### src/rtl/bus_src_arbiter.sv
// Round-robin owner selection for the shared 16-bit source bus: one-hot grant plus mux select,
// a per-grant burst limit, and a one-cycle undriven turnaround between owners.
module bus_src_arbiter #(
    parameter int MAX_HOLD = 8
) (
    input  logic       clk,
    input  logic       rst_n,
    input  logic [2:0] req,
    output logic [2:0] gnt,
    output logic [1:0] sel,
    output logic       busy,
    output logic [7:0] hold_cnt
);

    typedef enum logic [1:0] {
        IDLE  = 2'd0,
        GRANT = 2'd1,
        TURN  = 2'd2
    } state_t;

    localparam logic [7:0] HOLD_MAX = 8'(MAX_HOLD);

    state_t     state_reg, state_next;
    logic [1:0] owner_reg, owner_next;
    logic [1:0] last_reg, last_next;
    logic [7:0] hold_reg, hold_next;
    logic [2:0] gnt_reg, gnt_next;
    logic [1:0] sel_reg, sel_next;

    logic [2:0] others;
    logic [1:0] cand_1, cand_2, winner;
    logic       owner_req;
    logic       at_limit;

    // Requests from anyone other than the current owner.
    generate
        for (genvar gi = 0; gi < 3; gi++) begin : g_others
            assign others[gi] = req[gi] && (owner_reg != 2'(gi));
        end
    endgenerate

    function automatic logic [1:0] next_src(input logic [1:0] idx);
        return (idx == 2'd2) ? 2'd0 : idx + 2'd1;
    endfunction

    // Search starts just after the previous owner and wraps back to it last.
    assign cand_1    = next_src(last_reg);
    assign cand_2    = next_src(cand_1);
    assign winner    = req[cand_1] ? cand_1 : (req[cand_2] ? cand_2 : last_reg);
    assign owner_req = req[owner_reg];
    assign at_limit  = (hold_reg == HOLD_MAX);

    always_comb begin
        state_next = state_reg;
        owner_next = owner_reg;
        last_next  = last_reg;
        hold_next  = hold_reg;
        case (state_reg)
            IDLE, TURN: begin
                if (|req) begin
                    state_next = GRANT;
                    owner_next = winner;
                    hold_next  = 8'd1;
                end else begin
                    state_next = IDLE;
                    hold_next  = 8'd0;
                end
            end
            GRANT: begin
                if (!owner_req || (at_limit && (|others))) begin
                    state_next = TURN;
                    last_next  = owner_reg;
                    hold_next  = 8'd0;
                end else if (at_limit) begin
                    hold_next = 8'd1;
                end else begin
                    hold_next = hold_reg + 8'd1;
                end
            end
            default: begin
                state_next = IDLE;
                hold_next  = 8'd0;
            end
        endcase

        // gnt and sel come from the same next-state decode, so they can never disagree.
        gnt_next = 3'b000;
        sel_next = 2'b11;
        if (state_next == GRANT) begin
            gnt_next = 3'b001 << owner_next;
            sel_next = owner_next;
        end
    end

    always_ff @(posedge clk or negedge rst_n) begin
        if (!rst_n) begin
            state_reg <= IDLE;
            owner_reg <= 2'd0;
            last_reg  <= 2'd2;
            hold_reg  <= 8'd0;
            gnt_reg   <= 3'b000;
            sel_reg   <= 2'b11;
        end else begin
            state_reg <= state_next;
            owner_reg <= owner_next;
            last_reg  <= last_next;
            hold_reg  <= hold_next;
            gnt_reg   <= gnt_next;
            sel_reg   <= sel_next;
        end
    end

    assign gnt      = gnt_reg;
    assign sel      = sel_reg;
    assign busy     = (state_reg == GRANT);
    assign hold_cnt = hold_reg;

endmodule

### config.mk
export PLATFORM = sky130hd
export DESIGN_NAME = bus_src_arbiter
export DESIGN_NICKNAME = d
export VERILOG_FILES = /design/src/rtl/bus_src_arbiter.sv
export SDC_FILE = /design/constraint.sdc
export NUM_CORES = 1
export LEC_CHECK = 0
export CORE_MARGIN = 1
export CORE_UTILIZATION = 53
export CTS_CLUSTER_SIZE = 30
export DETAILED_ROUTE_END_ITERATION = 12
export PLACE_DENSITY = 0.91
export SYNTH_ARGS = -nofsm -noshare
export SYNTH_HDL_FRONTEND = slang
export SYNTH_SLANG_ARGS = --single-unit
### constraint.sdc
create_clock -name clk -period 4.4 [get_ports clk]
set_input_delay 0.88 -clock clk [delete_from_list [all_inputs] [get_ports clk]]
set_output_delay 0.88 -clock clk [all_outputs]
set_load 0.01 [all_outputs]
Yosys cells after proc, flatten, opt, wreduce, memory -nomap -nowiden
Cells that the tools add are included.

$add $sub $neg: 3. Order comparisons: 3. Equality and inequality tests: 8. Shift operators: 1. Muxes and demuxes: 21. Reduce and logical (&&, ||, !) cells: 12.

Operator list (count): $mux 2 (8); $mux 8 (2); $pmux 8 s2 (1); $lt 2x3->1 const B (3); $add 8x1->8 const B (1); $eq 8x4->1 const B (1); $bmux 1 s2 (3); $eq 2x2->1 const B (3); $reduce_or 3->1 (2); $mux 1 (5); $add 2x1->2 const B (2); $eq 2x1->1 const B (2); $logic_and 1x1->1 (4); $pmux 2 s2 (1); $mux 3 (1); $shl 1x2->3 const A (1); $logic_not 2->1 (1); $ne 2x1->1 const B (1); $ne 2x2->1 const B (1); $reduce_and 2->1 (1); $reduce_bool 2->1 (1); $reduce_or 2->1 (1); $logic_not 1->1 (1); $logic_or 1x1->1 (1).

Register bits after elaboration: 19. Bits of input ports: 5. Output and inout bits: 14. Word-level logic and storage cells: 54.

Logic depth before layout (Yosys ltp)
Depth in word-level cells: 12. Gate-level depth with buffers: 6. Depth with buffers taken out: 6.

Worst setup path after synthesis
OpenSTA, ideal clock, no wires.

Path kind: in2reg. From: in req[1]. To: reg last_reg[1]. Library setup time: 0.082 ns. Arrival: 1.894 ns. Data required time: 4.318 ns. Setup slack: 2.424 ns. Cell stages on the path: 4. Buffers on the path: 0. Cells stage by stage: mux2_4 > o2111a_2 > o21ai_2 > mux2_2.

Cells in the longest elaborated chain, start to end: 5. Elaborated cells between the ends (all ways): 8. Those cells by class: 2 x mux; 6 x reduce/logical.

Ends and longest elaborated chain: start, declared (RTL line 8) `input logic [2:0] req,`; $bmux 1 s2 or $logic_and 1x1->1 (tied branches) (RTL line 50, 38); $mux 1 (not written as such) or $reduce_or 3->1 (tied branches) (RTL line 50, 70); $logic_not 1->1 or $logic_and 1x1->1 (tied branches) (RTL line 70) `if (!owner_req || (at_limit && (|others))) begin`; $logic_or 1x1->1 * (RTL line 70); $reduce_and 2->1 (no source line) *; end signal, assigned (RTL line 106) `last_reg <= last_next;`; end, declared (RTL line 25) `logic [1:0] last_reg, last_next;`.

Every way passes the cells marked *; elsewhere a longest branch is shown, timed or not. The select of a mux whose other input is x is not followed. A chain may end at the register's enable or synchronous reset.

Worst setup path after layout
From: reg state_reg[0]. To: out busy.

Cells in the longest elaborated chain, start to end: 1.

Ends and longest elaborated chain: start, declared (RTL line 23) `state_t state_reg, state_next;`; start signal, assigned (RTL line 104) `state_reg <= state_next;`; $eq 2x1->1 (RTL line 115) `assign busy = (state_reg == GRANT);`; end, declared (RTL line 11) `output logic busy,`.

No other way between the ends.

==> flow_metrics.tcl <==
set metrics [dict create \
    outcome "finished, violations left" \
    violations "DRC" \
    clk_pin_slew_worst_paths_ns 0.10 \
    clock-root-buffer "clkbuf_4" \
    route.detailed.drc 1 \
    p_clk_frac 0.130 \
    die_w_um 44.1 \
    cap_violations 0 \
    synth_cells 83 \
    ys_top_cells_by_area "dfrtp_1 43%, dfstp_2 8.4%, nor2_1 4.0%, o32ai_4 2.9%, inv_1 2.8%" \
    pre_cts_ws_ns 1.70 \
    drt_first_iter_violations 9 \
    final_layout_size_suffix_gt1_frac 0.152 \
    tightest_slew_ns 0.788 \
    p_int_uw 423 \
    rsz0062_at_grt "false" \
    viasPerCell 5.64 \
    synth_seq_cells 19 \
    portBuffers 18 \
    area_delta_synth_final_pct 24.2 \
    switching_share 0.358 \
    maxUsedRoutingLayer "met4" \
    dr.pass1.iters 8 \
    period_needed_ns 2.54 \
    period_share 0.578 \
    layout_commonest_cell "clkdlybuf4s50_1" \
    start_kind "flop" \
    cts_buffers 3 \
    dp_cells 117 \
    ant_nets 0 \
    insertion_delay_ns 0.29 \
    nets 113 \
    num_rows 14 \
    grt-ovfl-total 0 \
    grt_pass1_vias 708 \
    cp_data_required_time_ns 3.52 \
    synth_top_area_frac 0.427 \
    fin_cells 121 \
    fillers 114 \
    dr_wl_met3_um 52 \
    antenna_cells 0 \
    grt_pass1_wl_mm 2.98 \
    drt_wl_total_mm 1.72 \
    fp.dieArea_um2 1940 \
    vias 682 \
    wl_per_cell_um 14.2 \
    dieHeight_um 44.1 \
    clk_path_buf_depth 2 \
    leakagePower_nw 0.498 \
    postCtsSetupBuffers 0 \
    switchingPower_uw 236 \
    pwr-share-comb 0.432 \
    io_pins 19 \
    grt_usage 0.215 \
    wl_met1_um 732 \
    wl_met2_um 897 \
    fin_skew_ns 0.00265 \
    cts_hold_buf 0 \
    antenna_found_initial 0 \
    hold_viol_final 0 \
    fin_ws_ns 1.86 \
    largest_reg_flops 8 \
    min-delay-path-class "flop to flop" \
    max-vdd-ir-drop_uv 381 \
    total_power_uw 660 \
    p_per_area_nw_per_um2 567 \
    syn-num-nets 90 \
    seq_area_frac_synth 0.511 \
    synth_top_cell_by_area "dfrtp_1" \
    fin_tns_setup_ns 0 \
    fmax_mhz 393 \
    clock-sinks 19 \
    p_seq_frac 0.438 \
    grt_max_degree 20 \
    initial_utilization 0.594 \
    syn_area_um2 937 \
    gp_congestion 0.823 \
    worstPathArrival_ns 1.66 \
    yosys_warnings 0 \
    final_cell_mix "18 x clkdlybuf4s50_1, 16 x dfrtp_1, 10 x nor2_1" \
    syn_area_per_cell_um2 11.3 \
    drv_slew 0 \
    critPathKind "flop to primary output" \
    cts_resized 0 \
    slew_headroom 0.473 \
    core_area_um2 1580 \
    cts_tree "yes" \
    cp-end-kind "primary output" \
    synth_cell_types 35 \
    setup_viol 0 \
    cts_max_level 1 \
    path_max_fanout 5 \
]
## routing by layer
metal | vias up | track usage
met5 | - | 0
met4 | 0 | 0.127
met3 | 4 | 0.0367
met2 | 17 | 0.359
met1 | 327 | 0.261
li1 | 334 | -
## synth_stat cells
cell / number
o21ai_0: 1
ha_1: 2
a32o_1: 1
and3_1: 1
dfrtp_1: 16
nand2_1: 6
a21oi_1: 1
dfstp_2: 3
nor4_1: 1
o2111a_2: 1
o32ai_1: 1
o21ai_2: 1
mux2i_2: 1
o32ai_4: 1
nor2_1: 10
nand4_1: 1
xor2_1: 3
and3b_1: 1
a2111oi_0: 1
or2_1: 1
nor3b_2: 2
nand3b_1: 1
nand3_1: 2
mux2_4: 1
nand2b_1: 2
o22a_2: 1
nor3_1: 1
a2bb2oi_1: 1
xnor2_1: 3
mux2_2: 2
inv_1: 7
o211a_1: 1
and4_1: 1
nor2b_1: 3
or3_1: 1
## worst max-delay path: stages, from the launching register on
cell             delay (ns)
dfrtp_1                0.48
nand2b_1               0.17
inv_1                  0.16
clkdlybuf4s50_1        0.56
## area by class of cell
cell class / count / area (um2) / area share
Inverter: 7 / 26.3 / 0.0226
Timing Repair Buffer: 18 / 180 / 0.155
Multi-Input combinational cell: 57 / 432 / 0.371
Clock buffer: 4 / 26.3 / 0.0226
Tap cell: 16 / 20.0 / 0.0172
Sequential cell: 19 / 479 / 0.412
## stage by stage
stage,cell area (um2),hold slack (ns),utilization
floorplan,937,0.487,-
global placement,1140,0.503,0.721
detailed placement,1140,0.526,0.721
CTS,1160,0.549,0.738
global route,1160,0.565,0.738
finish,1160,0.549,0.738
## path summary, 6_finish.rpt
check / start / endpoint / slack [ns] / depth (start not counted)
max: state_reg[0] / busy / 1.86 / 3
min: last_reg[0] / last_reg[0] / 0.55 / 1
max reg2reg: owner_reg[0] / last_reg[1] / 2.70 / 4
min reg2reg: last_reg[0] / last_reg[0] / 0.55 / 1
max in group asynchronous: rst_n / gnt[2] / 2.88 / 1
min in group asynchronous: rst_n / hold_cnt[5] / 1.04 / 1
## logic make-up (layout without fill, tap and decap cells)
| family | Yosys count | count (layout) | synth area share |
|---|---|---|---|
| flops | 19 | 19 | 0.511 |
| simple gates | 34 | 34 | 0.200 |
| buf+inv | 7 | 29 | 0.0280 |
| xor+xnor | 6 | 6 | 0.0561 |
| fa+ha+maj | 2 | 2 | 0.0267 |
| compound gates | 11 | 11 | 0.123 |
| mux | 4 | 4 | 0.0547 |
## power by group through the flow
stage	Sequential, mW	Combinational, mW	Clock (mW)
2_1_floorplan	0.294	0.173	0
3_3_place_gp	0.288	0.280	0
3_5_place_dp	0.292	0.288	0
4_1_cts	0.288	0.289	0.0895
5_1_grt	0.298	0.312	0.0971
6_report	0.289	0.285	0.0856
(Power assumes the default switching activity.)
==> variant 1 (config.mk and constraints unchanged) <==
Reset style: synchronous (`rst_n`), changed in one clocked block.
--- a/src/rtl/bus_src_arbiter.sv
+++ b/src/rtl/bus_src_arbiter.sv
@@ -92,7 +92,7 @@
         end
     end
 
-    always_ff @(posedge clk or negedge rst_n) begin
+    always_ff @(posedge clk) begin
         if (!rst_n) begin
             state_reg <= IDLE;
             owner_reg <= 2'd0;
Behaviour: differs if rst_n is asserted again (counterexample within 4 cycles, from zero or initial values and one cycle with rst_n low); with rst_n held inactive, the same outputs for 10 cycles.
==> variant 1 against the original RTL <==
Routed wire length increased by 12%. Via count increased by 14%. Worst setup slack got worse by 0.35 ns. Sequential cell count unchanged. Critical path depth decreased by 1. Worst hold slack got worse by 0.074 ns. Final cell count increased by 8.3%. Fmax decreased by 12%. Die area decreased by 5.5%. Clock skew decreased by 0.0018 ns. Area after synthesis decreased by 5.7%. Design area decreased by 4.6%. Critical path type unchanged. Highest routed layer unchanged.
Power is not compared: it rests on default switching activity, and its combinational part moved more than twofold at a synthesized area within 25%.
==> variant 1: results <==
export IMPL_crit_start="state_reg[0]"
export IMPL_diodes=0
export IMPL_status="finished, final reports clean"
export IMPL_fin_skew_ns=0.000858
export IMPL_grt_pass1_wl_microns=3190
export IMPL_cts_resized_gates=0
export IMPL_rrSetupSlack_ns=2.44
export IMPL_slew_headroom_pct=56.5
export IMPL_synth_cell_types=35
export IMPL_netlist_top_cells_count="19 x dfxtp_1, 12 x nor2_1, 6 x inv_1, 6 x nand3_1, 5 x xor2_1"
export IMPL_place_ws_ns=1.67
export IMPL_cts_root_buf="clkbuf_4"
export IMPL_fillCellCount=119
export IMPL_placed_area_sq_mm=0.00108
export IMPL_cts_setup_buffers=0
export IMPL_arrival_ns=2.02
export IMPL_rr_endpoint="gnt[0]"
export IMPL_dp_hpwl_microns=1370
export IMPL_htree_levels=1
export IMPL_insertion_delay_ns=0.30
export IMPL_cp_slowest_cell="clkdlybuf4s50_1"
export IMPL_hp_class="flop to flop"
export IMPL_vias=780
export IMPL_timing_rr_start="hold_cnt[0]"
export IMPL_yosys_warnings=0
export IMPL_crit_fanout=9
export IMPL_crit_path_max_incr_delay_ns=0.66
export IMPL_drive_above_1_share_pct=7.83
export IMPL_ys_seq_area_share_pct=43.1
export IMPL_synthTopCellsByArea="dfxtp_1 43%, nor2_1 5.1%, xor2_1 5.0%"
export IMPL_numCtsBuffers=3
export IMPL_gp_congestion=0.803
export IMPL_nets=123
export IMPL_p_leak_uw=0.000428
export IMPL_grt_usage_pct=23.3
export IMPL_drt_iter0_drc=6
export IMPL_ff2ff_path_depth=6
export IMPL_period_needed_ns=2.90
export IMPL_async_reset_ff_share_pct=0
export IMPL_path_clk_slew_ns=0.11
export IMPL_wl_per_cell_microns=14.6
export IMPL_ant_nets=0
export IMPL_clk_path_buf_depth=2
export IMPL_io_buffers=18
export IMPL_syn_nets=101
export IMPL_first_global_vias=685
export IMPL_grt_max_degree=13
export IMPL_drt_pre_antenna_iters=4
export IMPL_largest_reg_flops=8
export IMPL_vdd_drop_max_uv=266
export IMPL_antenna_found_initial=0
## variant 1: changes by cell type in the layout (fill, tap and decap cells not counted), moves of 3 or more
cell,delta
nand3_1,+4
dfxtp_1,+19
and2_1,+3
dfstp_2,-3
dfrtp_1,-16
## variant 1: critical path, delay by kind of cell, from the launching register on
family,cells,cell delay [ns]
simple gates,1,0.58
buf+inv,1,0.66
flops,1,0.47
## variant 1: worst min path at each step
| stage | slack (ns) | to | startpoint | cells past startpoint |
|---|---|---|---|---|
| 6_report | 0.48 | hold_cnt[0] | state_reg[1] | 1 |
| 5_1_grt | 0.52 | hold_cnt[0] | state_reg[1] | 1 |
| 4_1_cts | 0.47 | hold_cnt[0] | state_reg[1] | 1 |
| 3_5_place_dp | 0.45 | hold_cnt[0] | state_reg[1] | 1 |
| 3_3_place_gp | 0.43 | hold_cnt[0] | state_reg[1] | 1 |
| 2_1_floorplan | 0.42 | hold_cnt[0] | state_reg[1] | 1 |
## variant 1: per-layer routing
layer	global-route usage, %	vias to the layer above	part of all wire (%)
li1	-	377	-
met5	0	-	0
met2	38.2	34	48
met4	11.3	0	2.1
met3	2.55	7	5.0
met1	30.1	362	45
## variant 1: metrics by stage
stage          utilization [%]  cells  hold WS (ns)
5_1_grt                   72.8    131         0.516
3_3_place_gp              70.9    127         0.428
6_report                  72.8    131         0.475
3_5_place_dp              70.9    127         0.454
4_1_cts                   72.8    131         0.474
2_1_floorplan                -     94         0.417
## variant 1: area by class of cell
cell class | instances | area (sq um) | share of cell area [%]
clock inverter | 1 | 7.51 | 0.676
timing repair buffer | 18 | 180 | 16.2
sequential | 19 | 380 | 34.3
tap | 16 | 20.0 | 1.80
inverter | 6 | 22.5 | 2.03
clock buffer | 3 | 22.5 | 2.03
multi-input combinational | 68 | 477 | 43.0
## variant 1: logic make-up after synthesis
family	synth area share, %
xor gates and xnor gates	5.95
and+or+nand+nor	26.9
muxes	2.27
AOI/OAI and AO/OA	16.0
buffers and inverters	2.97
adders and majority gates	2.83
DFF	43.1
## variant 1: power by group
| group | leakage, uW | switching [uW] | internal, uW |
|---|---|---|---|
| sequential | 0.000156 | 12.2 | 184 |
| clock | 0.0000139 | 55.7 | 34.7 |
| combinational | 0.000259 | 37.1 | 37.9 |
| total | 0.000428 | 105 | 257 |
==> variant 2 (same flow settings) <==
Without the edit above. Set the parameter `MAX_HOLD` to 7 (it was 8).
--- a/src/rtl/bus_src_arbiter.sv
+++ b/src/rtl/bus_src_arbiter.sv
@@ -1,7 +1,7 @@
 // Round-robin owner selection for the shared 16-bit source bus: one-hot grant plus mux select,
 // a per-grant burst limit, and a one-cycle undriven turnaround between owners.
 module bus_src_arbiter #(
-    parameter int MAX_HOLD = 8
+    parameter int MAX_HOLD = 7
 ) (
     input  logic       clk,
     input  logic       rst_n,
Behaviour: not the same (a bounded check fails within 10 cycles, from zero or initial values and one cycle with rst_n low).
==> variant 2 against the original RTL <==
Worst setup slack gained 0.045 ns. Routed wire length increased by 21%. Critical path type unchanged. Highest routed layer unchanged. Area after synthesis is 1.7% higher. Combinational power is 2% lower. Worst hold slack worse by 0.0082 ns. Design area increased by 2.4%. Count of clock-buffer cells in the layout decreased by 1. Sequential cell count did not move. First-iteration DRC count increased to 2.8 times the old value. Total power is 0.74% higher.
==> variant 2: results <==
export IMPL_grt_pass1_wl_microns=3510
export IMPL_first_global_vias=725
export IMPL_p_leak_uw=0.000503
export IMPL_vdd_drop_max_uv=375
export IMPL_fin_skew_ns=0.00456
export IMPL_cts_resized_gates=0
export IMPL_syn_nets=93
export IMPL_yosys_warnings=0
export IMPL_drt_iter0_drc=25
export IMPL_met3_usage_pct=2.86
export IMPL_finalNonFillerCells=133
export IMPL_grt_max_degree=20
export IMPL_swShare_pct=38.9
export IMPL_finalWorstSetupSlack_ns=1.90
export IMPL_crit_fanout=7
export IMPL_numCtsBuffers=3
export IMPL_gp_congestion=0.843
export IMPL_timing_rr_start="hold_cnt[0]"
export IMPL_synth_top_flop_cell="dfrtp_1"
export IMPL_dp_hpwl_microns=1550
export IMPL_synth_cell_types=38
export IMPL_cp_slowest_cell="clkdlybuf4s50_1"
export IMPL_netlist_top_cells_count="16 x dfrtp_1, 5 x nand2_1, 5 x nand3_1, 5 x nor2_1, 5 x xnor2_1"
export IMPL_viasPerCell=5.89
export IMPL_placed_area_sq_mm=0.00116
export IMPL_synth_avg_cell_area_sq_um=11.0
export IMPL_ff2ff_path_depth=6
export IMPL_use_met2_pct=40.6
export IMPL_wl_per_cell_microns=15.6
export IMPL_crit_path_max_incr_delay_ns=0.54
export IMPL_status="finished, final reports clean"
export IMPL_met1_usage_pct=35.5
export IMPL_cts_setup_buffers=0
export IMPL_rrSetupSlack_ns=2.41
export IMPL_place_ws_ns=1.62
export IMPL_io_buffers=18
export IMPL_grt_usage_pct=24.7
export IMPL_drive_above_1_share_pct=14.7
export IMPL_arrival_ns=1.62
export IMPL_drt_pre_antenna_iters=4
export IMPL_path_delay_family="buffers and inverters"
export IMPL_path_clk_slew_ns=0.11
export IMPL_synthTopCellsByArea="dfrtp_1 42%, dfstp_2 8.3%, xnor2_1 4.6%"
export IMPL_ys_seq_area_share_pct=50.3
export IMPL_insertion_delay_ns=0.29
export IMPL_nets=116
export IMPL_rr_endpoint="gnt[0]"
export IMPL_worstMarginPinSlew_ns=0.800
## variant 2: cell types whose count changed after synthesis, sizes merged, moves of 3 or more
cell | unedited run | this run
a21oi | 1 | 4
mux2 | 3 | 0
nand3 | 2 | 5
and3 | 1 | 4
nor2b | 3 | 0
and2 | 0 | 4
nor2 | 10 | 5
## variant 2: cells by family (layout without fill, tap and decap cells)
logic type | count (synthesis) | count (layout) | share of synthesized area, %
mux | 2 | 2 | 2.10
xor+xnor | 6 | 6 | 5.51
simple gates | 38 | 38 | 25.9
fa+ha+maj | 2 | 2 | 2.36
buf+inv | 5 | 27 | 1.97
compound gates | 15 | 15 | 11.9
flops | 19 | 19 | 50.3
## variant 2: power by group through the flow
stage | sequential [uW] | clock (uW) | combinational [uW]
detailed placement | 298 | 0 | 278
CTS | 296 | 89.4 | 280
global route | 306 | 92.3 | 306
floorplan | 295 | 0 | 160
global placement | 294 | 0 | 265
finish | 298 | 88.1 | 278
## variant 2: how the worst min path moves through the flow
stage,slack [ns],endpoint,depth (start not counted),from
finish,0.54,hold_cnt[3],1,state_reg[1]
global route,0.56,hold_cnt[3],1,state_reg[1]
CTS,0.53,hold_cnt[3],1,state_reg[1]
detailed placement,0.52,hold_cnt[3],1,state_reg[1]
global placement,0.50,hold_cnt[3],1,state_reg[1]
floorplan,0.48,hold_cnt[3],1,state_reg[1]
## variant 2: cell type report
| type | instances | area, sq um |
|---|---|---|
| clock buffer | 3 | 22.5 |
| clock inverter | 1 | 5.00 |
| fill | 112 | 403 |
| inverter | 5 | 18.8 |
| multi-input combinational | 63 | 455 |
| sequential | 19 | 479 |
| tap | 24 | 30.0 |
| timing repair buffer | 18 | 180 |
## variant 2: routing by layer
layer	up-vias	routed length (microns)
met5	-	0
met4	0	9
met3	2	86
met2	26	1060
met1	395	910
li1	360	-
